===== config.mk =====
export PLATFORM = sky130hd
export DESIGN_NAME = sound_dma_host_flat
export DESIGN_NICKNAME = d
export VERILOG_FILES = /design/src/rtl/sound_dma_host_if.sv /design/src/rtl/sound_dma_host.sv /design/src/flat_wrapper.sv
export SDC_FILE = /design/constraint.sdc
export NUM_CORES = 1
export LEC_CHECK = 0
export ABC_AREA = 1
export BUFFER_PORTS_ARGS = -buffer_cell sky130_fd_sc_hd__buf_2
export CAP_MARGIN = 20
export CORE_MARGIN = 2
export CORE_UTILIZATION = 45
export DETAILED_ROUTE_END_ITERATION = 12
export PLACE_DENSITY = 0.69
export SYNTH_ARGS = -nofsm -noshare
export SYNTH_HDL_FRONTEND = slang
export SYNTH_SLANG_ARGS = --single-unit

===== constraint.sdc =====
create_clock -name clk -period 19.4 [get_ports clk]
set_clock_uncertainty 0.1 [all_clocks]
set_input_delay 1.94 -clock clk [delete_from_list [all_inputs] [get_ports clk]]
set_output_delay 1.94 -clock clk [all_outputs]
set_load 0.1 [all_outputs]

===== src/rtl/sound_dma_host_if.sv =====
// rtl/sound_dma_host_if.sv - bus bundle for the sound DMA host: config, device handshake, memory port.
interface sound_dma_host_if;
  logic        cfg_we;
  logic [2:0]  cfg_addr;
  logic [15:0] cfg_wdata;
  logic        dma_req8;
  logic        dma_req16;
  logic        dma_ack;
  logic [15:0] dma_readdata;
  logic [15:0] dma_writedata;
  logic [23:0] mem_addr;
  logic        mem_rd;
  logic        mem_wr;
  logic [1:0]  mem_be;
  logic [15:0] mem_wdata;
  logic [15:0] mem_rdata;
  logic        mem_ready;
  logic        tc8;
  logic        tc16;
  logic        mask8;
  logic        mask16;

  modport slave (
    input  cfg_we, cfg_addr, cfg_wdata, dma_req8, dma_req16, dma_writedata,
           mem_rdata, mem_ready,
    output dma_ack, dma_readdata, mem_addr, mem_rd, mem_wr, mem_be, mem_wdata,
           tc8, tc16, mask8, mask16
  );

  modport master (
    output cfg_we, cfg_addr, cfg_wdata, dma_req8, dma_req16, dma_writedata,
           mem_rdata, mem_ready,
    input  dma_ack, dma_readdata, mem_addr, mem_rd, mem_wr, mem_be, mem_wdata,
           tc8, tc16, mask8, mask16
  );
endinterface


===== src/rtl/sound_dma_host.sv =====
// rtl/sound_dma_host.sv - two-channel (8/16-bit) single-transfer DMA host for a sound DSP.
module sound_dma_host (
  input  logic             clk,
  input  logic             rst,
  sound_dma_host_if.slave  bus
);
  typedef enum logic [2:0] {IDLE, GRANT, MEM, ACK, GAP} state_t;

  state_t      state_q, state_d;
  logic        sel_q, sel_d;
  logic        dir_q, dir_d;
  logic [15:0] base_addr_q [2];
  logic [15:0] cur_addr_q  [2];
  logic [15:0] base_cnt_q  [2];
  logic [15:0] cur_cnt_q   [2];
  logic [7:0]  page_q      [2];
  logic        dir_cfg_q   [2];
  logic        auto_q      [2];
  logic        mask_q      [2];
  logic [23:0] mem_addr_q, mem_addr_d;
  logic [1:0]  mem_be_q, mem_be_d;
  logic [15:0] mem_wdata_q, mem_wdata_d;
  logic [15:0] rdata_q, rdata_d;
  logic        cfg_valid, cfg_ch;
  logic [1:0]  cfg_reg;
  logic [2:0]  cfg_off;
  logic        ack_now, tc_now, elig8, elig16;
  logic        cfg_unused;

  assign cfg_unused = &{1'b0, bus.cfg_wdata[15:11]};

  always_comb begin
    cfg_valid = bus.cfg_we && (bus.cfg_addr <= 3'd5);
    cfg_ch    = bus.cfg_addr >= 3'd3;
    cfg_off   = cfg_ch ? bus.cfg_addr - 3'd3 : bus.cfg_addr;
    cfg_reg   = cfg_off[1:0];
  end

  always_ff @(posedge clk or posedge rst) begin
    if (rst) begin
      state_q <= IDLE;
      sel_q   <= 1'b0;
      dir_q   <= 1'b0;
    end else begin
      state_q <= state_d;
      sel_q   <= sel_d;
      dir_q   <= dir_d;
    end
  end

  always_comb begin
    state_d = state_q;
    sel_d   = sel_q;
    dir_d   = dir_q;
    elig8   = bus.dma_req8 && !mask_q[0];
    elig16  = bus.dma_req16 && !mask_q[1];
    case (state_q)
      IDLE: if (elig8 || elig16) begin
        state_d = GRANT;
        sel_d   = !elig8;
        dir_d   = dir_cfg_q[!elig8];
      end
      GRANT:   state_d = MEM;
      MEM:     if (bus.mem_ready) state_d = ACK;
      ACK:     state_d = GAP;
      default: state_d = IDLE;
    endcase
  end

  assign ack_now          = state_q == ACK;
  assign tc_now           = ack_now && (cur_cnt_q[sel_q] == 16'd0);
  assign bus.dma_ack      = ack_now;
  assign bus.mem_rd       = (state_q == MEM) && !dir_q;
  assign bus.mem_wr       = (state_q == MEM) && dir_q;
  assign bus.tc8          = tc_now && !sel_q;
  assign bus.tc16         = tc_now && sel_q;
  assign bus.mask8        = mask_q[0];
  assign bus.mask16       = mask_q[1];
  assign bus.mem_addr     = mem_addr_q;
  assign bus.mem_be       = mem_be_q;
  assign bus.mem_wdata    = mem_wdata_q;
  assign bus.dma_readdata = rdata_q;

  // ch8 is byte-addressed within a 64K page; ch16 is word-addressed within a 128K page.
  always_comb begin
    if (!sel_q) begin
      mem_addr_d  = {page_q[0], cur_addr_q[0]};
      mem_be_d    = cur_addr_q[0][0] ? 2'b10 : 2'b01;
      mem_wdata_d = {bus.dma_writedata[7:0], bus.dma_writedata[7:0]};
      rdata_d     = {8'h00, mem_addr_q[0] ? bus.mem_rdata[15:8] : bus.mem_rdata[7:0]};
    end else begin
      mem_addr_d  = {page_q[1][7:1], cur_addr_q[1], 1'b0};
      mem_be_d    = 2'b11;
      mem_wdata_d = bus.dma_writedata;
      rdata_d     = bus.mem_rdata;
    end
  end

  always_ff @(posedge clk or posedge rst) begin
    if (rst) begin
      mem_addr_q  <= '0;
      mem_be_q    <= '0;
      mem_wdata_q <= '0;
      rdata_q     <= '0;
    end else begin
      if (state_q == GRANT) begin
        mem_addr_q <= mem_addr_d;
        mem_be_q   <= mem_be_d;
        if (dir_q) mem_wdata_q <= mem_wdata_d;
      end
      if (state_q == MEM && bus.mem_ready && !dir_q) rdata_q <= rdata_d;
    end
  end

  // The cfg write is issued after the ACK update so it overrides it on a collision.
  always_ff @(posedge clk or posedge rst) begin
    if (rst) begin
      for (int c = 0; c < 2; c++) begin
        base_addr_q[c] <= '0;
        cur_addr_q[c]  <= '0;
        base_cnt_q[c]  <= '0;
        cur_cnt_q[c]   <= '0;
        page_q[c]      <= '0;
        dir_cfg_q[c]   <= 1'b0;
        auto_q[c]      <= 1'b0;
        mask_q[c]      <= 1'b1;
      end
    end else begin
      for (int c = 0; c < 2; c++) begin
        if (ack_now && sel_q == c[0]) begin
          if (tc_now && auto_q[c]) begin
            cur_addr_q[c] <= base_addr_q[c];
            cur_cnt_q[c]  <= base_cnt_q[c];
          end else begin
            cur_addr_q[c] <= cur_addr_q[c] + 16'd1;
            cur_cnt_q[c]  <= cur_cnt_q[c] - 16'd1;
            if (tc_now) mask_q[c] <= 1'b1;
          end
        end
        if (cfg_valid && cfg_ch == c[0]) begin
          case (cfg_reg)
            2'd0: begin
              base_addr_q[c] <= bus.cfg_wdata;
              cur_addr_q[c]  <= bus.cfg_wdata;
            end
            2'd1: begin
              base_cnt_q[c] <= bus.cfg_wdata;
              cur_cnt_q[c]  <= bus.cfg_wdata;
            end
            default: begin
              page_q[c]    <= bus.cfg_wdata[7:0];
              dir_cfg_q[c] <= bus.cfg_wdata[8];
              auto_q[c]    <= bus.cfg_wdata[9];
              mask_q[c]    <= bus.cfg_wdata[10];
            end
          endcase
        end
      end
    end
  end
endmodule


===== src/flat_wrapper.sv =====
// flat-port wrapper written by rule: the top's interface ports become plain ports
module sound_dma_host_flat 
  (clk, rst, bus_cfg_we, bus_cfg_addr, bus_cfg_wdata, bus_dma_req8, bus_dma_req16, bus_dma_writedata, bus_mem_rdata, bus_mem_ready, bus_dma_ack, bus_dma_readdata, bus_mem_addr, bus_mem_rd, bus_mem_wr, bus_mem_be, bus_mem_wdata, bus_tc8, bus_tc16, bus_mask8, bus_mask16);
  sound_dma_host_if bus_i ();
  input  logic clk;
  input  logic rst;
  input wire logic [$bits(bus_i.cfg_we)-1:0] bus_cfg_we;
  input wire logic [$bits(bus_i.cfg_addr)-1:0] bus_cfg_addr;
  input wire logic [$bits(bus_i.cfg_wdata)-1:0] bus_cfg_wdata;
  input wire logic [$bits(bus_i.dma_req8)-1:0] bus_dma_req8;
  input wire logic [$bits(bus_i.dma_req16)-1:0] bus_dma_req16;
  input wire logic [$bits(bus_i.dma_writedata)-1:0] bus_dma_writedata;
  input wire logic [$bits(bus_i.mem_rdata)-1:0] bus_mem_rdata;
  input wire logic [$bits(bus_i.mem_ready)-1:0] bus_mem_ready;
  output wire logic [$bits(bus_i.dma_ack)-1:0] bus_dma_ack;
  output wire logic [$bits(bus_i.dma_readdata)-1:0] bus_dma_readdata;
  output wire logic [$bits(bus_i.mem_addr)-1:0] bus_mem_addr;
  output wire logic [$bits(bus_i.mem_rd)-1:0] bus_mem_rd;
  output wire logic [$bits(bus_i.mem_wr)-1:0] bus_mem_wr;
  output wire logic [$bits(bus_i.mem_be)-1:0] bus_mem_be;
  output wire logic [$bits(bus_i.mem_wdata)-1:0] bus_mem_wdata;
  output wire logic [$bits(bus_i.tc8)-1:0] bus_tc8;
  output wire logic [$bits(bus_i.tc16)-1:0] bus_tc16;
  output wire logic [$bits(bus_i.mask8)-1:0] bus_mask8;
  output wire logic [$bits(bus_i.mask16)-1:0] bus_mask16;
  assign bus_i.cfg_we = bus_cfg_we;
  assign bus_i.cfg_addr = bus_cfg_addr;
  assign bus_i.cfg_wdata = bus_cfg_wdata;
  assign bus_i.dma_req8 = bus_dma_req8;
  assign bus_i.dma_req16 = bus_dma_req16;
  assign bus_i.dma_writedata = bus_dma_writedata;
  assign bus_i.mem_rdata = bus_mem_rdata;
  assign bus_i.mem_ready = bus_mem_ready;
  assign bus_dma_ack = bus_i.dma_ack;
  assign bus_dma_readdata = bus_i.dma_readdata;
  assign bus_mem_addr = bus_i.mem_addr;
  assign bus_mem_rd = bus_i.mem_rd;
  assign bus_mem_wr = bus_i.mem_wr;
  assign bus_mem_be = bus_i.mem_be;
  assign bus_mem_wdata = bus_i.mem_wdata;
  assign bus_tc8 = bus_i.tc8;
  assign bus_tc16 = bus_i.tc16;
  assign bus_mask8 = bus_i.mask8;
  assign bus_mask16 = bus_i.mask16;
  sound_dma_host u_core (.clk(clk), .rst(rst), .bus(bus_i));
endmodule

==> flow_summary_export.csv, run 1 <==
group,metric,value,unit
sta,setup_viol,0,
worst_hold_path,min_path_type,"register to register",
sta,tightest_slew,0.978,ns
clock_tree,cts_root_buffer,"clkbuf_16",
floorplanning,dieHeight,161,um
power,p_sw_share,49.5,%
setup_path,crit_path_start_kind,"register",
yosys,synth-main-ff-cell,"dfrtp_1",
grt,grt_pass1_wl,48900,um
drt,viasPerCell,5.12,
clock_tree,cts_tree,"done",
cells_and_area,fin_nets,1655,
drt,drtAntennaViolNets,0,
cells_and_area,n_fill_cell,2389,
yosys,synth-edff-count,0,
drt,finalWirelength,29700,um
grt,grt_max_degree,143,
drt,drc,0,
setup_path,ff2ff_setup_slack,15.89,ns
setup_path,crit_arrival,2.81,ns
clock_tree,clk_path_buf_depth,3,
power,p_per_area,187,nW/um2
power,seq_power_share,31.9,%
sta,fmaxAchievable,206,MHz
yosys,avgSynthCellArea,7.41,um2
cells_and_area,fin_cells,1934,
sta,slew_violations,0,
sta,fin_crit,4.85,ns
drt,drt_first_iter_violations,939,
power,internal_power,1.20,mW
floorplanning,io_pins,122,
yosys,synth_top_area_share,47.3,%
setup_path,crit_type,"register to output port",
status,status,"completed",
floorplanning,core,24300,um2
clock_tree,cts.clk_slew.worst_paths,0.06,ns
power,switchingPower,1.18,mW
grt,overflow,0,
clock_tree,hold_buffers,0,
floorplanning,die_w,161,um
power,power.total,2.38,mW
yosys,yosys-top-cells-area,"dfrtp_1 (47%), nand2_1 (21%), inv_1 (4.8%)",
cells_and_area,diodes,0,
placed_design,dp_hpwl,19200,um
power,pwr-share-comb,47.7,%
clock_tree,cts_setup_buffers,0,
power,power.leakage,6.72,nW
sta,rsz0062_at_grt,"false",
yosys,synth_area_leader_cell,"dfrtp_1",
clock_tree,htreeDepth,1,
yosys,synth_area,11100,um2
sta,setup-tns-final,0,ns
floorplanning,start_util,45.7,%
drt,dr.pass1.iters,6,
yosys,ys_warn_count,0,
clock_tree,insertion_delay,0.52,ns
setup_path,required,17.36,ns
yosys,synth_cell_types,38,
yosys,ys_ff_latch,212,
cells_and_area,final_core_util,52.4,%
yosys,synth_most_common_cell,"nand2_1",
yosys,syn-num-nets,1563,
setup_path,cp_max_fo,29,
yosys,synth-seq-area-share,47.7,%
grt,grt_usage,23.2,%
floorplanning,dieArea,26000,um2
setup_path,end_kind,"output port",
yosys,async_flop_share,100,%
placed_design,io_buffer_count,121,
cells_and_area,layout-drive-gt1-share,12.7,%
placed_design,dp.cells,1889,
power,max-vdd-ir-drop,0.140,mV
yosys,netlist_top_cells_count,"nand2_1 (628), dfrtp_1 (210), inv_1 (141)",
run,cap_violations,0,
power,clockPowerShare,20.4,%
grt,antenna_found_initial,1,
clock_tree,cts_inserted_buffers,24,
drt,route.detailed.wl_per_inst,15.3,um
clock_tree,cts_resized,0,
drt,num_vias,9902,
cells_and_area,area_growth,14.6,%
placed_design,gp_congestion,0.854,
floorplanning,rows,57,
grt,grt_pass1_vias,9483,
sta,hold_viol_final,0,
yosys,syn_inst,1500,
sta,max_slew_margin,34.8,%
clock_tree,clock_sinks,212,
sta,timing.final.crit_share,25.0,%
power groups by stage:
| stage | clock network (mW) | logic [mW] | registers, mW |
|---|---|---|---|
| floorplan | 0 | 0.525 | 1.14 |
| finish | 0.484 | 1.13 | 0.759 |
| global placement | 0 | 1.11 | 0.758 |
| detailed placement | 0 | 1.13 | 0.761 |
| global route | 0.513 | 1.25 | 0.782 |
| CTS | 0.494 | 1.13 | 0.757 |
critical path, cell delays in order (launching register included):
cell,delay (ns)
dfrtp_1,0.38
inv_2,0.45
nand3_1,0.14
nor2_1,0.12
nand3_1,0.09
nand2_2,0.40
nand2_1,0.20
inv_1,0.09
buf_2,0.42
metrics by stage:
stage               cell area [um2]  hold slack (ns)  setup slack, ns
global placement              11900            0.350            15.16
detailed placement            11900            0.356            15.07
finish                        12700            0.366            14.55
CTS                           12700            0.370            14.59
floorplan                     11100            0.337            11.57
global route                  12700            0.394            14.25
cell families (layout without fill, tap and decap cells):
| group | Yosys count | in the layout | share of synthesized area, % |
|---|---|---|---|
| xor+xnor | 41 | 41 | 3.40 |
| buf+inv | 217 | 327 | 8.26 |
| flops | 212 | 212 | 47.7 |
| simple gates | 851 | 851 | 31.1 |
| compound gates | 165 | 165 | 7.99 |
| fa+ha+maj | 6 | 6 | 0.675 |
| mux | 8 | 8 | 0.810 |
state kept, by name (all words and copies together) (netlist names):
signal / cells
u_core.base_addr_q: 32
u_core.base_cnt_q: 32
u_core.cur_addr_q: 32
u_core.cur_cnt_q: 32
u_core.bus.mem_addr: 24
u_core.bus.dma_readdata: 16
u_core.bus.mem_wdata: 16
u_core.page_q: 15
u_core.state_q: 3
u_core.auto_q: 2
u_core.bus.mem_be: 2
u_core.dir_cfg_q: 2
u_core.bus.mask16: 1
u_core.bus.mask8: 1
u_core.dir_q: 1
u_core.sel_q: 1
layout by cell type (no fill, tap or decap), types with 9 or more instances in the layout:
cell       netlist  layout
o21a_1          10      10
inv_1          141     140
o21ai_1         10      10
buf_4            8       9
a21oi_1         38      38
clkbuf_16        0      25
nor2_1          78      76
o21ai_0         92      92
xor2_1          33      33
buf_2           17     121
dfrtp_1        210     210
nor3_1          11      10
nand3_1        103     103
nand2_1        628     628
a31oi_1          9       9
nand4_1         20      20
inv_2           11      11
layout make-up:
class	instances	area [um2]	area share [%]
Tap cell	324	405	3.18
Timing Repair Buffer	131	688	5.40
Multi-Input combinational cell	1071	4900	38.5
Clock buffer	35	733	5.75
Sequential cell	212	5310	41.7
Inverter	152	578	4.54
Clock inverter	9	125	0.982
layer usage:
layer | vias to the layer above | global-route usage, % | wire, um
met5 | - | 0 | 0
met1 | 4625 | 33.2 | 13900
met2 | 333 | 36.4 | 12800
met4 | 0 | 6.98 | 878
met3 | 53 | 3.98 | 2070
li1 | 4891 | - | -
worst paths after layout:
path                                    startpoint                  endpoint  depth (start not counted)
setup / recovery                      u_core.sel_q                   bus_tc8                          8
hold / removal             u_core.bus.mem_wdata[6]   u_core.bus.mem_wdata[6]                          2
setup reg to reg                      u_core.sel_q     u_core.cur_addr_q[10]                         11
hold reg to reg            u_core.bus.mem_wdata[6]   u_core.bus.mem_wdata[6]                          2
max in group asynchronous                      rst      u_core.cur_cnt_q[10]                          3
min in group asynchronous                      rst  u_core.bus.mem_wdata[13]                          2
Power figures use the tool's default switching activity.
==> run 2: changes to the inputs <==
--- a/config.mk
+++ b/config.mk
@@ -11,7 +11,7 @@
 export CORE_MARGIN = 2
 export CORE_UTILIZATION = 45
 export DETAILED_ROUTE_END_ITERATION = 12
-export PLACE_DENSITY = 0.69
+export PLACE_DENSITY = 0.71
 export SYNTH_ARGS = -nofsm -noshare
 export SYNTH_HDL_FRONTEND = slang
 export SYNTH_SLANG_ARGS = --single-unit
==> constraint.sdc (replaced) <==
create_clock -name clk -period 4.15 [get_ports clk]
set_clock_uncertainty 0.1 [all_clocks]
set_input_delay 0.415 -clock clk [delete_from_list [all_inputs] [get_ports clk]]
set_output_delay 0.415 -clock clk [all_outputs]
set_load 0.1 [all_outputs]
==> flow_summary_export.csv, run 2 (same netlist as run 1, synthesis figures left out) <==
group,metric,value,unit
worst_hold_path,holdPathStages,3,
sta,fin_ws,0.863,ns
sta,fmaxAchievable,304,MHz
setup_path,required,3.63,ns
drt,finalWirelength,30000,um
cells_and_area,fin_cells,1937,
drt,drtAntennaViolNets,0,
sta,rsz0062_at_grt,"false",
clock_tree,cts.clk_slew.worst_paths,0.06,ns
drt,viasPerCell,5.20,
setup_path,r2r-start,"u_core.sel_q",
setup_path,end_kind,"output port",
cells_and_area,n_fill_cell,2344,
setup_path,crit_arrival,2.77,ns
setup_path,reg2reg_to,"u_core.cur_addr_q[31]",
floorplanning,die_w,161,um
cells_and_area,final_common_cell,"nand2_1",
clock_tree,cts_root_buffer,"clkbuf_16",
cells_and_area,layout-drive-gt1-share,12.4,%
cells_and_area,final_cell_mix,"nand2_1 (628), dfrtp_1 (210), inv_1 (140)",
clock_tree,cts_inserted_buffers,24,
drt,num_vias,10100,
setup_path,crit_path_start_kind,"register",
setup_path,cp_max_fo,29,
sta,hold_viol_final,0,
grt,grt_max_degree,77,
setup_path,crit_type,"register to output port",
grt,grt_pass1_vias,9536,
sta,slew_violations,0,
setup_path,worstRegToRegCells,11,
sta,timing.final.crit_share,79.2,%
worst_hold_path,min_path_type,"input port to register",
worst_hold_path,hold_path.startpoint,"bus_dma_writedata[6]",
placed_design,place_area,11900,um2
sta,tightest_slew,0.809,ns
clock_tree,cts_resized,0,
clock_tree,cts_tree,"done",
clock_tree,clock_sinks,212,
floorplanning,dieHeight,161,um
power,max-vdd-ir-drop,0.728,mV
setup_path,slowest_stage,"inv_2",
cells_and_area,final_cell_area,12700,um2
clock_tree,clk_path_buf_depth,3,
placed_design,dp.cells,1893,
floorplanning,io_pins,122,
floorplanning,rows,57,
setup_path,crit_top_cell,"nand3_1",
setup_path,critPathTopFamily,"simple AND/OR/NAND/NOR gates",
sta,max_slew_margin,45.9,%
power,power.leakage,6.70,nW
floorplanning,dieArea,26000,um2
grt,grt_pass1_wl,49300,um
drt,drc,0,
run,cap_violations,0,
clock_tree,cts_setup_buffers,0,
placed_design,dp_hpwl,19900,um
status,status,"completed",
cells_and_area,fin_nets,1660,
sta,setup_viol,0,
sta,setup-tns-final,0,ns
worst_hold_path,worstHoldEndpoint,"u_core.bus.mem_wdata[6]",
clock_tree,insertion_delay,0.52,ns
drt,drt_first_iter_violations,1025,
drt,route.detailed.wl_per_inst,15.5,um
clock_tree,hold_buffers,1,
power,p_per_area,859,nW/um2
setup_path,ff2ff_setup_slack,1.11,ns
setup_path,crit_path_cell_trace,"inv_2 -> nand3_1 -> nor2_1 -> nand3_1 -> nand2_2 -> nand2_1 -> inv_1 -> buf_2",
grt,overflow,0,
clock_tree,htreeDepth,1,
setup_path,critical_path_buf_inv_count,3,
placed_design,place_ws,1.15,ns
floorplanning,core,24300,um2
floorplanning,start_util,45.7,%
placed_design,io_buffer_count,121,
cells_and_area,area_growth,14.3,%
drt,dr.pass1.iters,7,
grt,antenna_found_initial,2,
setup_path,worst_path_largest_cell_delay,0.42,ns
grt,grt_usage,23.5,%
placed_design,gp_congestion,0.859,
sta,fin_crit,3.29,ns
run 2: stage by stage:
step	hold slack, ns	power (mW)	utilization, %
2_1_floorplan	0.337	7.77	-
3_3_place_gp	0.352	8.76	49.0
3_5_place_dp	0.359	8.85	49.1
4_1_cts	0.0103	10.9	52.2
5_1_grt	0.0346	11.7	52.3
6_report	0.0252	10.9	52.3
run 2: tightest hold or removal path: cells and delay by family:
family	cells	cell delay, ns
buffers and inverters	1	0.09
AND/OR/NAND/NOR	2	0.09
run 2: power by group:
part           total (mW)  internal (mW)  leakage [nW]  switching, mW
clock                2.05           1.23         0.372          0.817
combinational        5.31           1.27          3.76           4.04
sequential           3.56           2.94          2.57          0.619
total                10.9           5.44          6.70           5.48
run 2: layout make-up:
cell class / instances / area, um2 / share of cell area [%]
Sequential cell: 212 / 5310 / 41.7
Multi-Input combinational cell: 1071 / 4900 / 38.6
Timing Repair Buffer: 136 / 766 / 6.02
Clock buffer: 37 / 711 / 5.59
Inverter: 152 / 574 / 4.52
Tap cell: 324 / 405 / 3.19
Clock inverter: 4 / 45.0 / 0.354
Antenna cell: 1 / 2.50 / 0.0197
run 2: worst max path at each step:
stage                 start                     to  slack, ns  depth (start not counted)
2_1_floorplan           rst       u_core.auto_q[0]       0.88                          1
3_3_place_gp   u_core.sel_q  u_core.cur_addr_q[30]       1.21                         11
3_5_place_dp   u_core.sel_q  u_core.cur_addr_q[20]       1.15                         11
4_1_cts        u_core.sel_q                bus_tc8       0.87                          8
5_1_grt        u_core.sel_q                bus_tc8       0.68                          8
6_report       u_core.sel_q                bus_tc8       0.86                          8
run 2: metal layers:
layer	track usage, %	share of wire, %	up-vias
met5	0	0.023	-
met4	8.40	3.3	2
met3	3.42	7.3	59
met2	37.0	44	392
met1	33.3	45	4712
li1	-	-	4912
